<file path="src/rtl/mem_port_arbiter.sv">
// mem_port_arbiter: shares storage_controller's single memory port between the
// scalar core (port 0) and the vector unit (port 1). It grants round-robin,
// holds each command until the controller answers, and inserts the controller's
// idle cycle after every access. It steers SRAM vs QSPI by address, and answers
// rejected, timed-out or aborted accesses with an error response.
//
// Handshake: a requester raises req_valid[p] with its command and holds both
// stable until it sees req_ready[p] high for one cycle. That cycle is the
// accept. The requester may drop or change its command from the next cycle.
// Each accepted command receives exactly one resp_valid[p] pulse, with
// resp_err[p] and the shared resp_rdata qualified by that pulse.
module mem_port_arbiter #(
    parameter logic [31:0] SRAM_TOP = 32'h0000_0FFF,
    parameter int          TIMEOUT  = 1024
) (
    input  logic             clk,
    input  logic             rst,
    input  logic             prog_mode,
    input  logic [1:0]       req_valid,
    output logic [1:0]       req_ready,
    input  logic [1:0]       req_we,
    input  logic [1:0][31:0] req_addr,
    input  logic [1:0][31:0] req_wdata,
    input  logic [1:0][3:0]  req_be,
    output logic [1:0]       resp_valid,
    output logic [1:0]       resp_err,
    output logic [31:0]      resp_rdata,
    output logic             mem_access,
    output logic             mem_we,
    output logic [31:0]      mem_addr,
    output logic [31:0]      mem_wdata,
    output logic [3:0]       mem_be,
    output logic             mem_ext,
    input  logic [31:0]      mem_rdata,
    input  logic             mem_rvalid,
    output logic             timeout_flag
);

    typedef enum logic [1:0] {IDLE, BUSY, RESP, DRAIN} state_t;

    localparam int CW = (TIMEOUT > 2) ? $clog2(TIMEOUT) : 1;

    state_t        state;
    logic          last;
    logic          owner;
    logic          drain_pend;
    logic [CW-1:0] cnt;
    logic          win;
    logic          do_grant;

    function automatic logic [1:0] port_bit(input logic p);
        return p ? 2'b10 : 2'b01;
    endfunction

    // Pick the winner and decide whether a grant is issued this cycle. A grant
    // can be issued while the previous response is on the wire. The winner then
    // sees req_ready in the first IDLE cycle, so SRAM accesses pipeline every
    // 4 cycles.
    always_comb begin
        win = req_valid[1];
        if (req_valid == 2'b11) begin
            win = ~last;
        end
        do_grant = 1'b0;
        if (!prog_mode && (|req_valid)) begin
            if (state == IDLE && !(|req_ready)) begin
                do_grant = 1'b1;
            end
            if (state == RESP && !drain_pend) begin
                do_grant = 1'b1;
            end
        end
    end

    // Sequencer FSM with registered outputs. The command latch is the set of
    // mem_* registers: they are loaded on grant and held until the next grant.
    always_ff @(posedge clk) begin
        if (!rst) begin
            state        <= IDLE;
            last         <= 1'b1;
            owner        <= 1'b0;
            drain_pend   <= 1'b0;
            cnt          <= '0;
            req_ready    <= '0;
            resp_valid   <= '0;
            resp_err     <= '0;
            resp_rdata   <= '0;
            mem_access   <= 1'b0;
            mem_we       <= 1'b0;
            mem_addr     <= '0;
            mem_wdata    <= '0;
            mem_be       <= '0;
            mem_ext      <= 1'b0;
            timeout_flag <= 1'b0;
        end else begin
            req_ready  <= '0;
            resp_valid <= '0;
            resp_err   <= '0;
            case (state)
                IDLE: begin
                    // The cycle after a grant: issue the access, or refuse it
                    // (external writes unsupported, or programming mode started).
                    if (|req_ready) begin
                        if (prog_mode || (mem_we && mem_ext)) begin
                            state      <= RESP;
                            resp_valid <= port_bit(owner);
                            resp_err   <= port_bit(owner);
                            resp_rdata <= '0;
                        end else begin
                            state      <= BUSY;
                            mem_access <= 1'b1;
                            cnt        <= '0;
                        end
                    end
                end
                BUSY: begin
                    // Priority: programming mode, then controller answer, then timeout.
                    if (prog_mode) begin
                        state      <= RESP;
                        mem_access <= 1'b0;
                        drain_pend <= 1'b0;
                        resp_valid <= port_bit(owner);
                        resp_err   <= port_bit(owner);
                        resp_rdata <= '0;
                    end else if (mem_rvalid) begin
                        state      <= RESP;
                        mem_access <= 1'b0;
                        resp_valid <= port_bit(owner);
                        resp_rdata <= mem_we ? 32'h0 : mem_rdata;
                    end else if (cnt == CW'(TIMEOUT - 1)) begin
                        state        <= RESP;
                        mem_access   <= 1'b0;
                        timeout_flag <= 1'b1;
                        drain_pend   <= 1'b1;
                        resp_valid   <= port_bit(owner);
                        resp_err     <= port_bit(owner);
                        resp_rdata   <= '0;
                    end else begin
                        cnt <= cnt + 1'b1;
                    end
                end
                RESP: begin
                    if (drain_pend && !prog_mode) begin
                        state <= DRAIN;
                    end else begin
                        state      <= IDLE;
                        drain_pend <= 1'b0;
                    end
                end
                DRAIN: begin
                    // Swallow the late answer of a timed-out access before reuse.
                    if (prog_mode || mem_rvalid) begin
                        state      <= IDLE;
                        drain_pend <= 1'b0;
                    end
                end
                default: state <= IDLE;
            endcase
            if (do_grant) begin
                req_ready <= port_bit(win);
                owner     <= win;
                last      <= win;
                mem_we    <= req_we[win];
                mem_addr  <= req_addr[win];
                mem_wdata <= req_wdata[win];
                mem_be    <= req_be[win];
                mem_ext   <= (req_addr[win] >= SRAM_TOP);
            end
        end
    end

endmodule

</file>
<file path="config.mk">
export PLATFORM = sky130hd
export DESIGN_NAME = mem_port_arbiter
export DESIGN_NICKNAME = d
export VERILOG_FILES = /design/src/rtl/mem_port_arbiter.sv
export SDC_FILE = /design/constraint.sdc
export NUM_CORES = 1
export LEC_CHECK = 0
export BUFFER_PORTS_ARGS = -buffer_cell sky130_fd_sc_hd__clkbuf_2
export CORE_MARGIN = 5
export CORE_UTILIZATION = 45
export DETAILED_ROUTE_END_ITERATION = 12
export PLACE_DENSITY = 0.89
export SETUP_SLACK_MARGIN = 0.2
export SLEW_MARGIN = 20
export SYNTH_ARGS = -nofsm -noshare
export SYNTH_HDL_FRONTEND = slang
export SYNTH_SLANG_ARGS = --single-unit
</file>
<file path="constraint.sdc">
create_clock -name clk -period 2 [get_ports clk]
set_input_delay 0.2 -clock clk [delete_from_list [all_inputs] [get_ports clk]]
set_output_delay 0.2 -clock clk [all_outputs]
set_load 0.03 [all_outputs]
</file>
==> out/results.tsv <==
stage	metric	value	unit
timing	Fin. Hold Viols	0	
global_routing	GRT Total Usage	24.5	%
clock_tree	Reg clk slew, reported paths	0.05	ns
drt	DRT Pass-1 Iters	4	
power_and_ir_drop	Lkg Pwr	3.53	nW
die	core area	11400	um^2
timing	relative slew slack	62.3	%
placed_design	placer congestion estimate	0.930	
timing	RSZ-0062 raised after global routing	true	
cells_and_area	highest-count cells in the layout ignoring fill and taps	clkbuf_2, dfxtp_1, nor2_1	
cells_and_area	layout cells sized above 1	42.3	%
placed_design	DP Wirelength	13200	um
outcome	status	finished clean	
clock_tree	CTS tree	done	
global_routing	largest net degree at the start of global routing	69	
drt	iteration-0 DRC count of the detailed router	295	
timing	Max Clock Freq	586	MHz
worst_setup_path	CP max-delay cell	dfxtp_4	
worst_setup_path	Startpoint Class	flip-flop	
timing	clock skew	0.0153	ns
synth	synthesized flop and latch total	125	
timing	post-layout minimum cycle time	1.71	ns
cells_and_area	fin nets	1013	
clock_tree	H-tree levels	4	
die	io pins	286	
timing	Slew Limit Fails	0	
synth	Cells after Synth	538	
cells_and_area	Final Non-Filler Cells	991	
placed_design	Placed Area	6960	um^2
global_routing	GRT overflow	0	
cells_and_area	Antenna diodes	0	
die	row cnt	39	
clock_tree	Worst-Skew Late Latency	0.41	ns
clock_tree	CTS Root Buffer Type	clkbuf_16	
cells_and_area	commonest non-fill, non-tap cell in the layout	clkbuf_2	
drt	Residual DRC	0	
synth	sequential cell area fraction in the yosys report	47.6	%
worst_setup_path	crit-path max cell delay	0.38	ns
clock_tree	CTS Buffer Depth	2	
synth	synthesized cell area	5260	um^2
synth	syn_nets	715	
drt	routed vias/inst	5.42	
placed_design	placed cells	945	
die	Die H	118	um
placed_design	# port buffers	285	
drt	routed wire length	17700	um
power_and_ir_drop	worst vdd ir	701	uV
timing	period utilization	85.4	%
worst_setup_path	critical path data arrival time	2.05	ns
global_routing	vias in the first global route	5352	
synth	syn avg cell area	9.78	um^2
worst_setup_path	Crit path required time	2.34	ns
synth	Netlist cell types	43	
power_and_ir_drop	PwrDens	955	nW/um^2
worst_setup_path	CP bufs+invs	1	
timing	Worst Max-Slew Pin Slew	0.561	ns
clock_tree	Clock Sinks	125	
worst_setup_path	worst-path cell chain	nor2_1 > nand3_2 > buf_4 > a2111o_1 > nand2_1	
timing	Final setup violation count	0	
clock_tree	CTS Buf Count	17	
timing	setup TNS	0	ns
global_routing	initial antenna violation count	0	
cells_and_area	Layout area overhead	46.3	%
drt	DR WL/cell	17.9	um
worst_setup_path	critical path capture point type	flip-flop	
worst_setup_path	critical path class	reg2reg	
global_routing	first-pass GRT wire length	27500	um
die	total die area	14000	um^2
cells_and_area	fin area	7700	um^2
worst_setup_path	Worst Path Max Fanout	12	
die	Die Width	118	um
drt	routed vias	5371	
synth	Synth warnings	0	
flow_run	maxcap violations	0	
die	initial core utilization	46.1	%
drt	final antenna-violating net count	0	
worst_setup_path	CP top delay family	simple AND/OR/NAND/NOR gates	
worst_hold_path	Hold Crit Class	in2reg	
-- metrics by stage --
stage / hold WS, ns / setup WS (ns) / util [%] / power [mW]
after floorplan: 0.333 / 0.220 / - / 3.81
after global placement: 0.416 / 0.211 / 61.0 / 4.38
after detailed placement: 0.422 / 0.143 / 61.0 / 4.42
after CTS: 0.000710 / 0.209 / 67.0 / 7.42
after global routing: 0.00360 / 0.179 / 67.4 / 7.68
final: 0.0202 / 0.292 / 67.4 / 7.35
-- path summary, 6_finish.rpt --
kind | startpoint | endpoint | slack (ns) | cells after the start
setup / recovery | state[1]$_SDFFE_PN0P_ | cnt[2]$_SDFFE_PN0P_ | 0.29 | 5
setup reg to reg | state[1]$_SDFFE_PN0P_ | cnt[2]$_SDFFE_PN0P_ | 0.29 | 5
hold reg to reg | resp_rdata[14]$_SDFFE_PN0P_ | resp_rdata[14]$_SDFFE_PN0P_ | 0.47 | 1
hold / removal | mem_rdata[7] | resp_rdata[7]$_SDFFE_PN0P_ | 0.02 | 2
-- synth_stat cells, drive strengths merged --
library cell | number | area share (%)
a21oi | 12 | 1.1
nand4b | 1 | 0.17
nand2b | 2 | 0.24
a21boi | 1 | 0.14
clkinv | 1 | 0.071
o21a | 1 | 0.14
a211oi | 73 | 10
mux2 | 1 | 0.21
nor2b | 1 | 0.12
a22o | 32 | 5.3
or2 | 4 | 0.48
a31o | 1 | 0.17
o22ai | 1 | 0.12
a221oi | 3 | 0.50
nor4 | 11 | 1.3
nor4b | 2 | 0.62
nand2 | 10 | 0.71
o2111ai | 4 | 0.67
o221a | 1 | 0.21
and3 | 4 | 0.48
nor3 | 5 | 0.48
a2111o | 4 | 0.86
ha | 1 | 0.24
o31ai | 2 | 0.38
or4b | 1 | 0.19
clkbuf | 25 | 1.8
a21o | 1 | 0.14
nand4 | 9 | 1.1
a2111oi | 1 | 0.17
nor3b | 1 | 0.14
mux2i | 72 | 14
o21ai | 2 | 0.19
dfxtp | 125 | 48
buf | 18 | 1.8
nand3 | 10 | 0.95
nor2 | 84 | 6.0
and4 | 1 | 0.17
inv | 5 | 0.36
or3 | 2 | 0.24
o211ai | 3 | 0.43
-- per-layer routing --
metal  track usage (%)  vias to the layer above  part of all wire (%)
met5                 0                        -                     0
met4              10.5                        0                   2.2
met3              8.26                       31                   8.1
met2              43.2                      239                    52
met1              26.8                     2458                    38
li1                  -                     2643                     -
-- flip-flops by register name (all words and copies together), names as in the netlist, 2 cells and up --
name / flops
mem_wdata: 32
resp_valid: 2
resp_rdata: 32
mem_be: 4
mem_addr: 32
cnt: 10
resp_err: 2
state: 2
req_ready: 2
-- power by group --
group	internal [mW]	switching (mW)	leakage, nW	total [mW]
Clock	1.92	1.03	0.280	2.95
Sequential	2.69	0.121	1.02	2.81
Combinational	0.590	1.00	2.23	1.59
-- what timing repair did --
| item | CTS | global route |
|---|---|---|
| gates resized for setup | 3 | 7 |
| hold buffers | 10 | 0 |
| endpoints found under the hold margin | 10 | 0 |
| endpoints found under the setup margin | 44 | 45 |
| pin swaps | 1 | 1 |
| setup buffers | 1 | 4 |
| gates cloned | 0 | 0 |
-- worst register-to-register path, cell delays in order, from the launching register on --
cell,delay [ns]
dfxtp_4,0.38
nor2_1,0.31
nand3_2,0.28
buf_4,0.25
a2111o_1,0.35
nand2_1,0.06
-- area by class of cell --
| type | instances | area [um^2] |
|---|---|---|
| repair buffers | 322 | 1810 |
| clock inverters | 7 | 87.6 |
| multi-input cells | 364 | 2610 |
| flip-flops and latches | 125 | 2510 |
| inverters | 6 | 22.5 |
| clock buffers | 24 | 482 |
| fillers | 879 | 3720 |
| well taps | 143 | 179 |
-- cells by family (layout without fill, tap and decap cells) --
group | Yosys count | after routing | share of synthesized area, %
flops | 125 | 125 | 47.6
simple gates | 148 | 148 | 13.3
mux | 73 | 73 | 13.9
buf+inv | 49 | 359 | 3.97
fa+ha+maj | 1 | 1 | 0.238
compound gates | 142 | 142 | 21.0
Power figures use the tool's default switching activity.
